### src/rtl/audio_mixer.sv
// Four-channel APU mixer: masks, sums, scales by master volume and emits one
// registered sample per PWM frame so the DAC never sees a mid-period change.
module audio_mixer #(
  parameter int WIDTH      = 8,
  parameter int SAMPLE_DIV = 256
) (
  input  logic             clk,
  input  logic             reset_n,
  input  logic [3:0]       ch1,
  input  logic [3:0]       ch2,
  input  logic [3:0]       ch3,
  input  logic [3:0]       ch4,
  input  logic [3:0]       ch_enable,
  input  logic [2:0]       master_vol,
  input  logic             mute,
  output logic [WIDTH-1:0] sample_out,
  output logic             sample_strobe
);

  localparam int CW = $clog2(SAMPLE_DIV);

  logic [CW-1:0]    cnt_q, cnt_d;
  logic             tick;
  logic [3:0]       ch_in    [4];
  logic [3:0]       masked_d [4];
  logic [3:0]       chan_q   [4];
  logic [2:0]       vol_q;
  logic             mute_q;
  logic             v0_q, v1_q, v2_q;
  logic [5:0]       sum_q, sum_d;
  logic [3:0]       gain;
  logic [8:0]       prod_q, prod_d;
  logic [WIDTH-1:0] sample_q, sample_d;
  logic             strobe_q;

  assign tick  = (cnt_q == CW'(SAMPLE_DIV - 1));
  assign cnt_d = tick ? '0 : cnt_q + 1'b1;

  assign ch_in[0] = ch1;
  assign ch_in[1] = ch2;
  assign ch_in[2] = ch3;
  assign ch_in[3] = ch4;

  for (genvar gi = 0; gi < 4; gi++) begin : g_mask
    assign masked_d[gi] = ch_in[gi] & {4{ch_enable[gi]}};
  end

  assign sum_d = 6'(chan_q[0]) + 6'(chan_q[1]) + 6'(chan_q[2]) + 6'(chan_q[3]);
  assign gain  = {1'b0, vol_q} + 4'd1;
  // Volume and mute stay in the capture registers until the next tick, which
  // is always later than stage 2 because SAMPLE_DIV >= 4.
  assign prod_d = mute_q ? '0 : ({3'b0, sum_q} * {5'b0, gain});
  assign sample_d = WIDTH'(((WIDTH + 1)'(prod_q) << (WIDTH - 8)) >> 1);

  always_ff @(posedge clk or negedge reset_n) begin
    if (!reset_n) begin
      cnt_q    <= '0;
      chan_q   <= '{default: '0};
      vol_q    <= '0;
      mute_q   <= 1'b0;
      v0_q     <= 1'b0;
      v1_q     <= 1'b0;
      v2_q     <= 1'b0;
      sum_q    <= '0;
      prod_q   <= '0;
      sample_q <= '0;
      strobe_q <= 1'b0;
    end else begin
      cnt_q    <= cnt_d;
      v0_q     <= tick;
      v1_q     <= v0_q;
      v2_q     <= v1_q;
      strobe_q <= v2_q;
      if (tick) begin
        for (int i = 0; i < 4; i++) chan_q[i] <= masked_d[i];
        vol_q  <= master_vol;
        mute_q <= mute;
      end
      if (v0_q) sum_q    <= sum_d;
      if (v1_q) prod_q   <= prod_d;
      if (v2_q) sample_q <= sample_d;
    end
  end

  assign sample_out    = sample_q;
  assign sample_strobe = strobe_q;

endmodule

### config.mk
export PLATFORM = sky130hd
export DESIGN_NAME = audio_mixer
export DESIGN_NICKNAME = d
export VERILOG_FILES = /design/src/rtl/audio_mixer.sv
export SDC_FILE = /design/constraint.sdc
export NUM_CORES = 1
export LEC_CHECK = 0
export BUFFER_PORTS_ARGS = -buffer_cell sky130_fd_sc_hd__buf_2
export CAP_MARGIN = 20
export CORE_UTILIZATION = 45
export DETAILED_ROUTE_END_ITERATION = 10
export GPL_ROUTABILITY_DRIVEN = 1
export HOLD_SLACK_MARGIN = 0.03
export SYNTH_ARGS = -nofsm -noshare
export SYNTH_HDL_FRONTEND = slang
export SYNTH_SLANG_ARGS = --single-unit
### constraint.sdc
create_clock -name clk -period 4.6 [get_ports clk]
set_input_delay 0.69 -clock clk [delete_from_list [all_inputs] [get_ports clk]]
set_output_delay 0.69 -clock clk [all_outputs]
set_load 0.01 [all_outputs]
==> impl_metrics.json <==
{
  "preCtsSetupSlack_ps": 1090,
  "cpLargestDelayFamily": "adder cells",
  "drv_cap": 0,
  "postCtsHoldBufs": 0,
  "skew_ps": 13.0,
  "grt_antenna_before_repair": 0,
  "start_util_pct": 47.7,
  "ys_types": 34,
  "vdd_drop_max_mv": 0.113,
  "final_cells": 387,
  "max_freq_mhz": 284,
  "cp-end-kind": "flip-flop",
  "min_path_type": "reg -> reg",
  "worstMarginPinSlew_ps": 678,
  "die_h_um": 84.7,
  "ys.flop_type": "dfrtp_1",
  "core_area_mm2": 0.00646,
  "layout-drive-gt1-share_pct": 19.7,
  "n_antenna_cell": 0,
  "synth.ff_latch_count": 54,
  "power.total_w": 0.000772,
  "dpl.hpwl_um": 3790,
  "clk_transition_reported_paths_ps": 90,
  "crit_slowest_cell": "fa_1",
  "syn_to_final_growth_pct": 10.2,
  "reg2regPathDepth": 11,
  "portBuffers": 34,
  "synth_cells": 272,
  "drt_iter0_drc": 86,
  "routed-wl-met3_um": 156,
  "ant_nets": 0,
  "finalSetupTns_ps": 0,
  "clockBufferDepth": 2,
  "cp_max_fo": 9,
  "first_pass_iters": 9,
  "grt_pass1_wl_um": 8870,
  "worstSetupPathType": "reg -> reg",
  "fillers": 592,
  "routedWlPerCell_um": 12.7,
  "cts_sinks": 54,
  "cp_num_buf_inv": 1,
  "wl_met2_um": 2490,
  "async_flop_share_pct": 100,
  "critPathLaunchType": "flip-flop",
  "yosysWarnings": 0,
  "vias": 1915,
  "power_density_mw_per_mm2": 228,
  "min_to": "cnt_q[7]",
  "synth_fp_nets": 333,
  "setup_ws_ps": 1080,
  "fp.dieW_um": 84.7,
  "wl_met1_um": 2190,
  "cp_data_required_time_ps": 4840,
  "cts_resized": 0,
  "cts_tree": "done",
  "final_common_cell": "dfrtp_1",
  "die-area_mm2": 0.00717,
  "numCtsBuffers": 5,
  "via_per_inst": 4.95,
  "hold_depth": 1,
  "syn_avg_cell_area_um2": 11.3,
  "layout_common_cells": "dfrtp_1, inv_1, buf_2",
  "top_layer_used": "met4",
  "postCtsSetupRepairBufs": 0,
  "critPathMaxStageDelay_ps": 540,
  "top_level_ports": 35,
  "track_usage_pct": 16.0,
  "r2r_slack_ps": 1080,
  "rsz0062_at_grt": "false",
  "crit_arrival_ps": 3760,
  "synth_edf_count": 0,
  "fin_area_mm2": 0.00339,
  "hp-start": "cnt_q[7]",
  "fin_crit_sh_pct": 76.4,
  "rows": 29,
  "drc_errors": 2,
  "hold_violations": 0,
  "multi_input_area_mm2": 0.00153,
  "grt_pass1_vias": 1932,
  "drt-total-wl_um": 4910,
  "cp_cell_sequence": "ha_1 -> xor2_1 -> nand2_1 -> fa_1 -> fa_1 -> inv_1 -> ha_1 -> a21oi_1 -> o21ai_0 -> or4_1 -> nand3_1",
  "root_buffer": "clkbuf_8",
  "place_congestion": 0.838,
  "worstReg2RegStart": "vol_q[0]",
  "grt-ovfl-total": 0,
  "status": "finished with violations",
  "fin_nets": 370,
  "r2r_end": "prod_q[7]",
  "setup-violations-final": 0,
  "place_inst": 379,
  "netlist_area_mm2": 0.00308,
  "clk-insertion-delay-late_ps": 310,
  "placed_cell_area_mm2": 0.00330,
  "slew_headroom_pct": 54.8,
  "p_leak_nw": 1.74,
  "htree_levels": 2,
  "seqCellArea_mm2": 0.00135,
  "seq_area_frac_synth_pct": 43.9,
  "slew_viol_final": 0,
  "violations": "DRC",
  "period_needed_ps": 3520,
  "grt_start_max_net_pins": 55
}
## Yosys cell counts (2+ instances only)
master / n / area [um^2]
nand3b_1: 3 / 22.5
nor2b_1: 3 / 18.8
a21oi_1: 7 / 35.0
nor2_1: 8 / 30.0
nand4_1: 2 / 12.5
nand3_1: 5 / 25.0
xor2_1: 6 / 52.6
nand2b_1: 4 / 25.0
o21ai_0: 5 / 25.0
mux2i_1: 17 / 170
nand2_1: 32 / 120
ha_1: 19 / 238
xnor2_1: 7 / 61.3
and3_1: 2 / 12.5
inv_1: 37 / 139
a21o_1: 6 / 45.0
clkbuf_1: 2 / 7.51
and2_1: 8 / 50.1
dfrtp_1: 54 / 1350
mux2_2: 16 / 180
fa_1: 16 / 320
## power by group
| part | leakage (nW) | internal [W] | switching, W |
|---|---|---|---|
| clock network | 0.0472 | 0.000121 | 0.000152 |
| registers | 0.657 | 0.000474 | 0 |
| logic | 1.04 | 0.00000967 | 0.0000154 |
## sequential cells by signal (all words and copies together), names as in the netlist
| name | count |
|---|---|
| chan_q | 16 |
| cnt_q | 8 |
| prod_q | 8 |
| sample_out | 8 |
| sum_q | 6 |
| vol_q | 3 |
| mute_q | 1 |
| sample_strobe | 1 |
| v0_q | 1 |
| v1_q | 1 |
| v2_q | 1 |
## stage by stage
step	hold slack, ps	util (%)
6_report	481	52.5
5_1_grt	512	52.5
4_1_cts	484	52.5
3_5_place_dp	467	51.1
3_3_place_gp	460	51.1
2_1_floorplan	352	-
## kinds of logic after synthesis
kind of cell             after synthesis  synth area share [%]
AO/OA/AOI/OAI                         22                  4.55
XOR/XNOR                              13                  3.70
adder cells (fa/ha/maj)               35                  18.1
buffers and inverters                 42                  6.26
flip-flops                            54                  43.9
multiplexers                          33                  11.4
AND/OR/NAND/NOR                       73                  12.1
## layout make-up
class / count / share of cell area, %
multi-input cells: 176 / 45.2
well taps: 77 / 2.84
clock buffers: 6 / 2.43
flip-flops and latches: 54 / 39.8
inverters: 37 / 4.09
repair buffers: 35 / 5.24
clock inverters: 2 / 0.369
## per-layer routing
layer,up-vias,GRT usage [%]
met2,38,28.0
met5,-,0
met3,6,3.54
li1,959,-
met1,912,19.6
met4,0,5.08
## worst max-delay path by stage
stage | startpoint | to | slack (ps) | depth (start not counted)
2_1_floorplan | vol_q[0] | prod_q[8] | 1340 | 11
3_3_place_gp | vol_q[0] | prod_q[8] | 1200 | 11
3_5_place_dp | vol_q[0] | prod_q[7] | 1090 | 11
4_1_cts | vol_q[0] | prod_q[7] | 1070 | 11
5_1_grt | vol_q[0] | prod_q[7] | 780 | 11
6_report | vol_q[0] | prod_q[7] | 1080 | 11
(Power assumes the default switching activity.)
